===== src/rtl/fp32_normalize_round_if.sv =====
// Handshake and data bundle for the fp32 normalize/round stage.
// The master modport is the producer/consumer side; the slave modport is the stage itself.
interface fp32_normalize_round_if;
    logic        in_valid;
    logic        in_ready;
    logic        in_sign;
    logic [9:0]  in_exp;
    logic [27:0] in_mant;
    logic        out_valid;
    logic        out_ready;
    logic [31:0] out_result;
    logic [2:0]  out_flags;

    modport master (
        output in_valid, in_sign, in_exp, in_mant, out_ready,
        input  in_ready, out_valid, out_result, out_flags
    );

    modport slave (
        input  in_valid, in_sign, in_exp, in_mant, out_ready,
        output in_ready, out_valid, out_result, out_flags
    );
endinterface


===== src/rtl/fp32_normalize_round.sv =====
// Normalize (one bit per cycle), round-to-nearest-even and pack a binary32 result.
// One operation in flight; flush-to-zero on underflow, saturate to infinity on overflow.
module fp32_normalize_round #(
    parameter int unsigned EXP_W  = 8,
    parameter int unsigned FRAC_W = 23
) (
    input  logic                   clk,
    input  logic                   rst_n,
    fp32_normalize_round_if.slave  bus
);
    localparam int unsigned MantW  = FRAC_W + 5;  // carry + hidden + frac + G/R/S
    localparam int unsigned SigW   = FRAC_W + 1;  // hidden + frac
    localparam int unsigned ResW   = 1 + EXP_W + FRAC_W;
    localparam int unsigned ExpMax = (1 << EXP_W) - 1;

    typedef enum logic [1:0] {StIdle, StNorm, StRound, StDone} state_e;

    state_e            state_q, state_d;
    logic              sign_q, sign_d;
    logic [9:0]        exp_q, exp_d;
    logic [MantW-1:0]  mant_q, mant_d;
    logic [ResW-1:0]   result_q, result_d;
    logic [2:0]        flags_q, flags_d;

    logic              guard, round_bit, sticky, round_up, inexact;
    logic [SigW:0]     sig_rnd;
    logic [10:0]       exp_rnd;

    // Rounding arithmetic on the current (already normalized) mantissa
    always_comb begin
        guard     = mant_q[2];
        round_bit = mant_q[1];
        sticky    = mant_q[0];
        round_up  = guard & (round_bit | sticky | mant_q[3]);
        inexact   = guard | round_bit | sticky;
        sig_rnd   = {1'b0, mant_q[MantW-2:3]} + (SigW+1)'(round_up);
        // Extra bit keeps the overflow compare honest for exponents near the top of 10 bits
        exp_rnd   = {1'b0, exp_q} + 11'(sig_rnd[SigW]);
    end

    // Next-state logic for the control FSM and datapath registers
    always_comb begin
        state_d  = state_q;
        sign_d   = sign_q;
        exp_d    = exp_q;
        mant_d   = mant_q;
        result_d = result_q;
        flags_d  = flags_q;
        unique case (state_q)
            StIdle: begin
                if (bus.in_valid) begin
                    sign_d  = bus.in_sign;
                    exp_d   = bus.in_exp;
                    mant_d  = bus.in_mant;
                    state_d = StNorm;
                end
            end
            StNorm: begin
                if (mant_q == '0) begin
                    result_d = {sign_q, {(ResW-1){1'b0}}};
                    flags_d  = 3'b000;
                    state_d  = StDone;
                end else if (exp_q == 10'd0) begin
                    // Zero exponent with a live mantissa would be denormal: flush
                    result_d = {sign_q, {(ResW-1){1'b0}}};
                    flags_d  = 3'b011;
                    state_d  = StDone;
                end else if (mant_q[MantW-1]) begin
                    // Carry out: shift right, folding the dropped bits into sticky
                    mant_d  = {1'b0, mant_q[MantW-1:2], mant_q[1] | mant_q[0]};
                    exp_d   = exp_q + 10'd1;
                    state_d = StRound;
                end else if (mant_q[MantW-2]) begin
                    state_d = StRound;
                end else begin
                    mant_d = {mant_q[MantW-2:0], 1'b0};
                    exp_d  = exp_q - 10'd1;
                    if (exp_q == 10'd1) begin
                        result_d = {sign_q, {(ResW-1){1'b0}}};
                        flags_d  = 3'b011;
                        state_d  = StDone;
                    end
                end
            end
            StRound: begin
                if (exp_rnd >= 11'(ExpMax)) begin
                    result_d = {sign_q, {EXP_W{1'b1}}, {FRAC_W{1'b0}}};
                    flags_d  = 3'b101;
                end else begin
                    result_d = {sign_q, exp_rnd[EXP_W-1:0], sig_rnd[FRAC_W-1:0]};
                    flags_d  = {2'b00, inexact};
                end
                state_d = StDone;
            end
            StDone: begin
                if (bus.out_ready) begin
                    state_d = StIdle;
                end
            end
            default: state_d = StIdle;
        endcase
    end

    // State and datapath registers; reset discards any operation in flight
    always_ff @(posedge clk or negedge rst_n) begin
        if (!rst_n) begin
            state_q  <= StIdle;
            sign_q   <= 1'b0;
            exp_q    <= '0;
            mant_q   <= '0;
            result_q <= '0;
            flags_q  <= '0;
        end else begin
            state_q  <= state_d;
            sign_q   <= sign_d;
            exp_q    <= exp_d;
            mant_q   <= mant_d;
            result_q <= result_d;
            flags_q  <= flags_d;
        end
    end

    // Handshake outputs decode directly from the registered state
    always_comb begin
        bus.in_ready   = (state_q == StIdle);
        bus.out_valid  = (state_q == StDone);
        bus.out_result = result_q;
        bus.out_flags  = flags_q;
    end
endmodule

===== src/flat_wrapper.sv =====
// flat-port wrapper written by rule: the top's interface ports become plain ports
module fp32_normalize_round_flat 
#(
    parameter int unsigned EXP_W  = 8,
    parameter int unsigned FRAC_W = 23
)
  (clk, rst_n, bus_in_valid, bus_in_sign, bus_in_exp, bus_in_mant, bus_out_ready, bus_in_ready, bus_out_valid, bus_out_result, bus_out_flags);
  fp32_normalize_round_if bus_i ();
  input  logic clk;
  input  logic rst_n;
  input wire logic [$bits(bus_i.in_valid)-1:0] bus_in_valid;
  input wire logic [$bits(bus_i.in_sign)-1:0] bus_in_sign;
  input wire logic [$bits(bus_i.in_exp)-1:0] bus_in_exp;
  input wire logic [$bits(bus_i.in_mant)-1:0] bus_in_mant;
  input wire logic [$bits(bus_i.out_ready)-1:0] bus_out_ready;
  output wire logic [$bits(bus_i.in_ready)-1:0] bus_in_ready;
  output wire logic [$bits(bus_i.out_valid)-1:0] bus_out_valid;
  output wire logic [$bits(bus_i.out_result)-1:0] bus_out_result;
  output wire logic [$bits(bus_i.out_flags)-1:0] bus_out_flags;
  assign bus_i.in_valid = bus_in_valid;
  assign bus_i.in_sign = bus_in_sign;
  assign bus_i.in_exp = bus_in_exp;
  assign bus_i.in_mant = bus_in_mant;
  assign bus_i.out_ready = bus_out_ready;
  assign bus_in_ready = bus_i.in_ready;
  assign bus_out_valid = bus_i.out_valid;
  assign bus_out_result = bus_i.out_result;
  assign bus_out_flags = bus_i.out_flags;
  fp32_normalize_round #(.EXP_W(EXP_W), .FRAC_W(FRAC_W)) u_core (.clk(clk), .rst_n(rst_n), .bus(bus_i));
endmodule

===== config.mk =====
export PLATFORM = sky130hd
export DESIGN_NAME = fp32_normalize_round_flat
export DESIGN_NICKNAME = d
export VERILOG_FILES = /design/src/rtl/fp32_normalize_round_if.sv /design/src/rtl/fp32_normalize_round.sv /design/src/flat_wrapper.sv
export SDC_FILE = /design/constraint.sdc
export NUM_CORES = 1
export LEC_CHECK = 0
export CAP_MARGIN = 20
export CORE_UTILIZATION = 50
export DETAILED_ROUTE_END_ITERATION = 7
export GPL_TIMING_DRIVEN = 0
export PLACE_DENSITY = 0.78
export SYNTH_ARGS = -nofsm -noshare
export SYNTH_HDL_FRONTEND = slang
export SYNTH_SLANG_ARGS = --single-unit

===== constraint.sdc =====
create_clock -name clk -period 4.6 [get_ports clk]
set_input_delay 0.92 -clock clk [delete_from_list [all_inputs] [get_ports clk]]
set_output_delay 0.92 -clock clk [all_outputs]
set_load 0.005 [all_outputs]

== Word-level counts from Yosys, hierarchy flattened ==
Cells that the tools add are included.
Widths: inputs -> output; s select.

* Bits in registers: 76
* Bits of input ports: 43
* Logic and storage cells: 74

* Eq/ne operators: 13
* $add $sub $neg: 4
* Bitwise operators: 5
* Order comparisons: 1
* Multiplexer cells: 34
* Reduce and logical (&&, ||, !) cells: 10

{| class="wikitable"
|+ Operator list
! kind !! number
|-
| $mux 32 || 5
|-
| $mux 28 || 4
|-
| $pmux 32 s2 || 1
|-
| $pmux 28 s2 || 1
|-
| $mux 10 || 5
|-
| $mux 31 || 1
|-
| $logic_not 28->1 || 1
|-
| $mux 27 || 1
|-
| $add 24x1->25 || 1
|-
| $pmux 10 s2 || 1
|-
| $mux 3 || 6
|-
| $mux 2 || 7
|-
| $add 10x1->11 || 1
|-
| $ge 11x8->1 const B || 1
|-
| $add 10x1->10 const B || 1
|-
| $eq 10x1->1 const B || 1
|-
| $logic_not 10->1 || 1
|-
| $sub 10x1->10 const B || 1
|-
| $ne 2x2->1 const B || 4
|-
| $ne 4x4->1 const B || 2
|-
| $pmux 2 s4 || 1
|-
| $reduce_and 4->1 || 2
|-
| $ne 6x1->1 const B || 1
|-
| $pmux 3 s2 || 1
|-
| 11 further kinds || 16
|}

== Longest topological paths before layout ==
Gate-level depths: netlist of run 1.

* Depth in word-level cells: 8
* Depth in mapped cells: 15
* Gate-level depth less buffers: 14

== Least setup slack after synthesis of run 1 ==
Ideal clock, no wire load.

* Path kind: register -> register
* From: register u_core.mant_q[2]
* To: register u_core.result_q[13], in the netlist u_core.bus.out_result[13]
* Setup time: 0.096 ns
* Arrival time: 3.079 ns
* Data required time: 4.504 ns
* Path buffers: 1
* Setup slack: 1.425 ns
* Cell stages (with the launch flop): 15
* Cells stage by stage: dfrtp_1 -> inv_1 -> nor2_1 -> ha_1 -> nand3_1 -> nor4_2 -> and3_1 -> and3_1 -> ha_1 -> nand2_1 -> nor3_1 -> mux2i_1 -> nand2_1 -> clkbuf_1 -> o31ai_1

* Word-level cells in the longest chain between the ends: 6
* Elaborated cells between the ends (all ways): 12
* Classes of those cells: add/sub: 2; order compare: 1; eq/ne: 3; mux: 3; bitwise: 1; reduce/logical: 2

{| class="wikitable"
|+ Ends and longest elaborated chain
! element !! line !! RTL
|-
| start: declaration || fp32_normalize_round.sv:21 || <nowiki>logic [MantW-1:0] mant_q, mant_d;</nowiki>
|-
| start signal: assignment || fp32_normalize_round.sv:117 || <nowiki>mant_q <= mant_d;</nowiki>
|-
| $and 1x1->1 || fp32_normalize_round.sv:34 || <nowiki>round_up = guard & (round_bit | sticky | mant_q[3]);</nowiki>
|-
| $add 24x1->25 || fp32_normalize_round.sv:36 || <nowiki>sig_rnd = {1'b0, mant_q[MantW-2:3]} + (SigW+1)'(round_up);</nowiki>
|-
| $add 10x1->11 || fp32_normalize_round.sv:38 || <nowiki>exp_rnd = {1'b0, exp_q} + 11'(sig_rnd[SigW]);</nowiki>
|-
| $ge 11x8->1 || fp32_normalize_round.sv:86 || <nowiki>if (exp_rnd >= 11'(ExpMax)) begin</nowiki>
|-
| $mux 31 || fp32_normalize_round.sv:86 ||
|-
| $pmux 32 s2 || fp32_normalize_round.sv:49 || <nowiki>unique case (state_q)</nowiki>
|-
| end signal: assignment || fp32_normalize_round.sv:118 || <nowiki>result_q <= result_d;</nowiki>
|-
| end: declaration || fp32_normalize_round.sv:22 || <nowiki>logic [ResW-1:0] result_q, result_d;</nowiki>
|}

Several ways; a longest one is shown, not always the timed one.
A chain may end at the register's enable or synchronous reset.

== Worst setup path after layout of run 1 ==
* From: register u_core.mant_q[3]
* To: register u_core.result_q[16], in the netlist u_core.bus.out_result[16]

* Word-level cells in the longest chain between the ends: 7
* Elaborated cells between the ends (all ways): 13
* Classes of those cells: add/sub: 2; order compare: 1; eq/ne: 3; mux: 3; bitwise: 2; reduce/logical: 2

{| class="wikitable"
|+ Ends and longest elaborated chain
! element !! line
|-
| $or 1x1->1 || fp32_normalize_round.sv:34
|-
| $and 1x1->1 || fp32_normalize_round.sv:34
|-
| $add 24x1->25 || fp32_normalize_round.sv:36
|-
| $add 10x1->11 || fp32_normalize_round.sv:38
|-
| $ge 11x8->1 || fp32_normalize_round.sv:86
|-
| $mux 31 || fp32_normalize_round.sv:86
|-
| $pmux 32 s2 || fp32_normalize_round.sv:49
|}

Several ways; a longest one is shown, not always the timed one.

==> flow_metrics.py, run 1 <==
metrics = {
    "yosys": {
        "synthMostInstantiatedCell": "nand2_1",
        "syn_inst": 567,
        "syn-cell-area_sq_mm": 0.00478,
        "synthTopCellsByCount": "110 x nand2_1, 76 x dfrtp_1, 70 x o21ai_0",
        "synth_nets": 620,
        "ys_warn_count": 0,
        "synth_flop_cell": "dfrtp_1",
        "ys_seq_area_frac": 0.398,
        "yosysTopAreaCell": "dfrtp_1",
        "synth_top_area_frac": 0.398,
        "synthTopCellsByArea": "dfrtp_1 40%, nand2_1 8.6%, o21ai_0 7.3%, o311ai_0 4.4%, xnor2_1 4.4%",
        "synth.distinct_cells": 56,
        "synth-edff-count": 0,
        "syn_area_per_cell_sq_um": 8.43,
        "ys_ff_latch": 76,
        "synthArstFlopShare": 1.00,
    },
    "route": {
        "first_iter_violations": 341,
        "routed_wl_microns": 13400,
        "wl_per_cell_microns": 16.9,
        "drc": 0,
        "routed_via_density": 5.83,
        "vias": 4616,
        "drtAntennaViolNets": 0,
        "first_pass_iters": 5,
    },
    "critical_path": {
        "cp.required_ps": 4840,
        "worstSetupPathType": "register to register",
        "reg2reg_to": "u_core.bus.out_result[16]",
        "reg2regPathDepth": 14,
        "r2r_slack_ps": 600,
        "worstReg2RegStart": "u_core.mant_q[3]",
        "endpoint_kind": "register",
        "cp.arrival_ps": 4230,
        "critical_path.max_fanout": 10,
        "worstSetupStartpointType": "register",
    },
    "floorplan": {
        "core_sq_mm": 0.00924,
        "ios": 80,
        "placementRows": 35,
        "die_h_microns": 99.8,
        "dieArea_sq_mm": 0.00996,
        "die_w_microns": 99.8,
        "start_util": 0.518,
    },
    "sta": {
        "hold_ws_ps": 476,
        "worstMarginPinSlew_ps": 531,
        "hold_violations": 0,
        "max_slew_margin": 0.646,
        "period_needed_ps": 4000,
        "timing.final.crit_share": 0.869,
        "skew_ps": 14.6,
        "clock.fmax_mhz": 250,
        "finalMaxSlewViolations": 0,
        "setup_viol": 0,
        "rsz0062_at_grt": "false",
        "fin_ws_ps": 605,
    },
    "finish": {
        "ff_latch_area_sq_mm": 0.00190,
        "area_delta_synth_final_pct": 25.0,
        "multi_input_area_sq_mm": 0.00253,
        "antenna_cells": 0,
        "utilization": 0.647,
        "fillerInstances": 797,
        "drive_gt1_frac": 0.0830,
        "design_area_sq_mm": 0.00598,
        "final_nets": 711,
    },
    "hold_path": {
        "hp-class": "primary input to async pin",
    },
    "clocking": {
        "postCtsSetupBuffers": 0,
        "cts_resized": 0,
        "cts_hold_buf": 0,
        "cts_tree": "built",
        "cts_buffers": 9,
        "path_clk_slew_ps": 90,
        "clkLatencyLatePin_ps": 350,
        "clockBufferDepth": 2,
        "htreeDepth": 3,
        "root_buffer": "clkbuf_8",
        "cts_sinks": 76,
    },
    "global_route": {
        "antenna_found_initial": 0,
        "grt_pass1_vias": 4328,
        "grt_max_degree": 51,
        "grt_pass1_wl_microns": 22000,
        "grt_usage": 0.283,
        "grt_overflow": 0,
    },
    "run_status": {
        "status": "finished, final reports clean",
    },
    "placed_design": {
        "placed_cell_area_sq_mm": 0.00576,
        "dp_slack_ps": 696,
        "place_hpwl_microns": 9990,
        "gp_congestion": 0.962,
        "port_buffers": 79,
    },
    "job": {
        "drv_cap": 0,
    },
    "power_and_ir_drop": {
        "powerDensity_mw_per_mm2": 659,
        "peakVddDrop_mv": 0.354,
        "p_leak_nw": 2.34,
    },
}
[worst max-delay path by stage]
stage                      from                   endpoint  slack (ps)  cells after the start
2_1_floorplan  u_core.mant_q[2]  u_core.bus.out_result[13]        1420                     14
3_3_place_gp              rst_n            u_core.exp_q[6]        -110                      1
3_5_place_dp   u_core.mant_q[3]  u_core.bus.out_result[19]         700                     14
4_1_cts        u_core.mant_q[3]  u_core.bus.out_result[16]         620                     14
5_1_grt        u_core.mant_q[3]  u_core.bus.out_result[19]         240                     14
6_report       u_core.mant_q[3]  u_core.bus.out_result[16]         600                     14
[layout by cell type (no fill, tap or decap), drive strengths merged, types with 3 or more instances in the layout]
cell type      synthesis  final
a211oi                 3      3
a21oi                 11     11
a31oi                  6      6
and3                   6      6
and4                   3      3
buf                   20     22
clkbuf                29     42
clkdlybuf4s50          0     78
dfrtp                 76     76
ha                    10     10
inv                   29     30
mux2                   3      3
nand2                110    110
nand2b                 4      4
nand3                 13     13
nand4                  7      7
nor2                  23     23
nor3                  13     13
nor4                  10     10
o21ai                 75     75
o22a                  13     13
o311ai                24     24
o31ai                 26     26
xnor2                 24     24
xor2                   6      6
[critical path: stages, from the launching register on]
cell and delay (ps):
dfrtp_1 500, inv_1 90, nor2_1 100, ha_1 190
nand3_1 240, nor4_2 510, and3_1 270, and3_1 200
ha_1 190, nand2_1 120, nor3_1 230, mux2i_1 380
nand2_1 220, clkbuf_1 290, o31ai_1 330
[sequential cells by signal, summed over array words and instances (netlist names)]
| register | cells |
|---|---|
| u_core.bus.out_flags | 3 |
| u_core.bus.out_result | 32 |
| u_core.exp_q | 10 |
| u_core.mant_q | 28 |
| u_core.sign_q | 1 |
| u_core.state_q | 2 |
[metrics by stage]
stage | power (mW) | instances | TNS [ps]
2_1_floorplan | 2.59 | 567 | 0
3_3_place_gp | 3.25 | 775 | -7940
3_5_place_dp | 3.32 | 776 | 0
4_1_cts | 3.91 | 792 | 0
5_1_grt | 4.23 | 792 | 0
6_report | 3.94 | 792 | 0
[power breakdown]
part | leakage (nW) | switching (mW) | internal [mW]
clock network | 0.108 | 0.255 | 0.324
logic | 1.27 | 1.34 | 0.844
registers | 0.967 | 0.252 | 0.924
[per-layer routing]
metal	share of wire	GRT usage	wire length, microns	vias up
met4	0.017	0.0950	225	0
met5	0	0	0	-
li1	-	-	-	2199
met3	0.073	0.0327	973	19
met2	0.45	0.429	6050	220
met1	0.46	0.420	6120	2178
[area by class of cell]
cell class / instances / share of cell area
buffer: 49 / 0.0396
clock buffer: 13 / 0.0249
clock inverter: 3 / 0.0115
inverter: 30 / 0.0188
multi-input combinational: 412 / 0.423
sequential: 76 / 0.318
tap: 129 / 0.0270
timing repair buffer: 80 / 0.136
[cells by family (layout without fill, tap and decap cells)]
family          Yosys count  after routing  share of synthesized area
compound gates          173            173                      0.248
simple gates            195            195                      0.191
xor+xnor                 30             30                     0.0549
fa+ha+maj                10             10                     0.0262
buf+inv                  79            175                     0.0730
flops                    76             76                      0.398
mux                       4              4                    0.00916
(Power assumes the default switching activity.)
==> run 2: changes to the inputs <==
Settings changed: CORE_UTILIZATION 50 to 40, PLACE_DENSITY 0.78 to 0.65.
==> run 2 against run 1 <==
The flow now finishes with violations (DRC). Sequential cell count unchanged. Fmax down 2.0%. Via count down 0.91%. Clock power up 30%. Non-clock buffer count unchanged. Routed wire length up 5.3%. Total power up 4.8%. Critical path depth unchanged. Critical path type unchanged. Largest cell class unchanged.
==> flow_metrics.py, run 2 (same netlist as run 1, synthesis figures left out) <==
metrics = {
    "power_and_ir_drop": {
        "peakVddDrop_mv": 0.346,
        "p_leak_nw": 2.38,
        "switching_share": 0.461,
        "switchingPower_mw": 1.90,
        "p_seq_frac": 0.286,
        "p_comb_frac": 0.532,
        "powerDensity_mw_per_mm2": 677,
        "clkPwrFrac": 0.182,
        "internal_power_mw": 2.22,
    },
    "sta": {
        "hold_violations": 0,
        "rsz0062_at_grt": "false",
        "clock.fmax_mhz": 245,
        "hold_ws_ps": 476,
        "worstMarginPinSlew_ps": 632,
        "setup_viol": 0,
        "finalMaxSlewViolations": 0,
        "skew_ps": 7.54,
        "period_needed_ps": 4080,
        "max_slew_margin": 0.573,
        "timing.final.crit_share": 0.886,
    },
    "floorplan": {
        "dieArea_sq_mm": 0.0124,
        "core_sq_mm": 0.0115,
        "die_h_microns": 111,
        "ios": 80,
        "start_util": 0.415,
        "die_w_microns": 111,
        "placementRows": 39,
    },
    "global_route": {
        "grt_overflow": 0,
        "antenna_found_initial": 0,
        "met3_usage": 0.0267,
        "grt_pass1_wl_microns": 23200,
        "use_met1": 0.352,
        "grt_usage": 0.237,
        "grt.busiest_layer": "met2",
        "grt_pass1_vias": 4373,
        "grt_util_met2": 0.357,
        "grt_max_degree": 52,
    },
    "finish": {
        "layout_commonest_cell": "nand2_1",
        "mostFrequentLayoutCells": "110 x nand2_1, 78 x clkdlybuf4s50_1, 76 x dfrtp_1",
        "final_nets": 711,
        "antenna_cells": 0,
        "area_delta_synth_final_pct": 27.3,
        "largest_reg_flops": 32,
        "drive_gt1_frac": 0.0875,
        "utilization": 0.529,
        "design_area_sq_mm": 0.00609,
    },
    "job": {
        "drv_cap": 0,
    },
    "clocking": {
        "cts_resized": 0,
        "root_buffer": "clkbuf_16",
        "clockBufferDepth": 2,
        "path_clk_slew_ps": 60,
        "cts_sinks": 76,
        "htreeDepth": 3,
        "postCtsSetupBuffers": 0,
        "cts_hold_buf": 0,
        "cts_buffers": 9,
        "clkLatencyLatePin_ps": 340,
        "cts_tree": "built",
    },
    "route": {
        "drtAntennaViolNets": 0,
        "routed_via_density": 5.67,
        "vias": 4574,
        "drc": 14,
        "wl_per_cell_microns": 17.5,
        "first_pass_iters": 7,
        "first_iter_violations": 384,
        "routed_wl_microns": 14100,
    },
    "critical_path": {
        "worstSetupStartpointType": "register",
        "cp.required_ps": 4850,
        "worstSetupPathType": "register to register",
        "cp.arrival_ps": 4320,
        "crit_path_end": "u_core.bus.out_result[3]",
        "reg2reg_to": "u_core.bus.out_result[3]",
        "critical_path.max_fanout": 10,
        "startpoint": "u_core.mant_q[3]",
        "endpoint_kind": "register",
        "r2r_slack_ps": 520,
        "reg2regPathDepth": 14,
        "worstReg2RegStart": "u_core.mant_q[3]",
    },
    "hold_path": {
        "hp-class": "primary input to async pin",
    },
    "placed_design": {
        "gp_congestion": 0.868,
        "port_buffers": 79,
        "placed_cell_area_sq_mm": 0.00578,
        "place_hpwl_microns": 10400,
    },
    "run_status": {
        "failed_checks": "DRC",
        "status": "finished with violations",
    },
}
==> run 2: metrics by stage <==
step	setup slack (ps)	total power [mW]	std cells	TNS (ps)
6_report	523	4.12	806	0
5_1_grt	147	4.44	806	0
4_1_cts	501	4.11	806	0
3_5_place_dp	547	3.35	790	0
3_3_place_gp	-129	3.29	789	-9420
2_1_floorplan	1420	2.59	567	0
==> run 2: final cells by class <==
type                            count  area, sq um
Timing Repair Buffer               80          816
Multi-Input combinational cell    412         2530
Fill cell                        1109         5430
Sequential cell                    76         1900
Inverter                           30          113
Buffer                             49          236
Tap cell                          143          179
Clock inverter                      5         58.8
Clock buffer                       11          253
==> run 2: per-layer routing <==
metal,routed length [microns],part of all wire
met1,6840,0.49
met2,6290,0.45
met3,763,0.054
met4,188,0.013
met5,0,0
==> run 2: worst min path at each step <==
stage	from	endpoint	slack, ps	cells after the start
final	rst_n	u_core.exp_q[4]	480	1
after global routing	u_core.bus.out_result[20]	u_core.bus.out_result[20]	500	2
after CTS	u_core.bus.out_result[14]	u_core.bus.out_result[14]	480	2
after detailed placement	u_core.bus.out_result[14]	u_core.bus.out_result[14]	470	2
after global placement	u_core.bus.out_result[19]	u_core.bus.out_result[19]	460	2
after floorplan	u_core.bus.out_result[0]	u_core.bus.out_result[0]	470	2
==> run 2: worst max-delay path, cell delays in order (launching register included) <==
cell and delay, ps:
dfrtp_1 490, inv_1 90, nor2_1 120, ha_1 200
nand3_1 250, nor4_2 550, and3_1 290, and3_1 200
ha_1 200, nand2_1 130, nor3_1 260, mux2i_1 390
nand2_1 230, clkbuf_1 280, o31ai_1 290
==> run 2: power groups by stage <==
stage	clock [mW]	sequential (mW)	combinational, mW
after detailed placement	0	1.18	2.16
after global placement	0	1.17	2.12
after floorplan	0	1.12	1.46
after CTS	0.752	1.17	2.18
final	0.750	1.18	2.20
after global routing	0.782	1.21	2.44
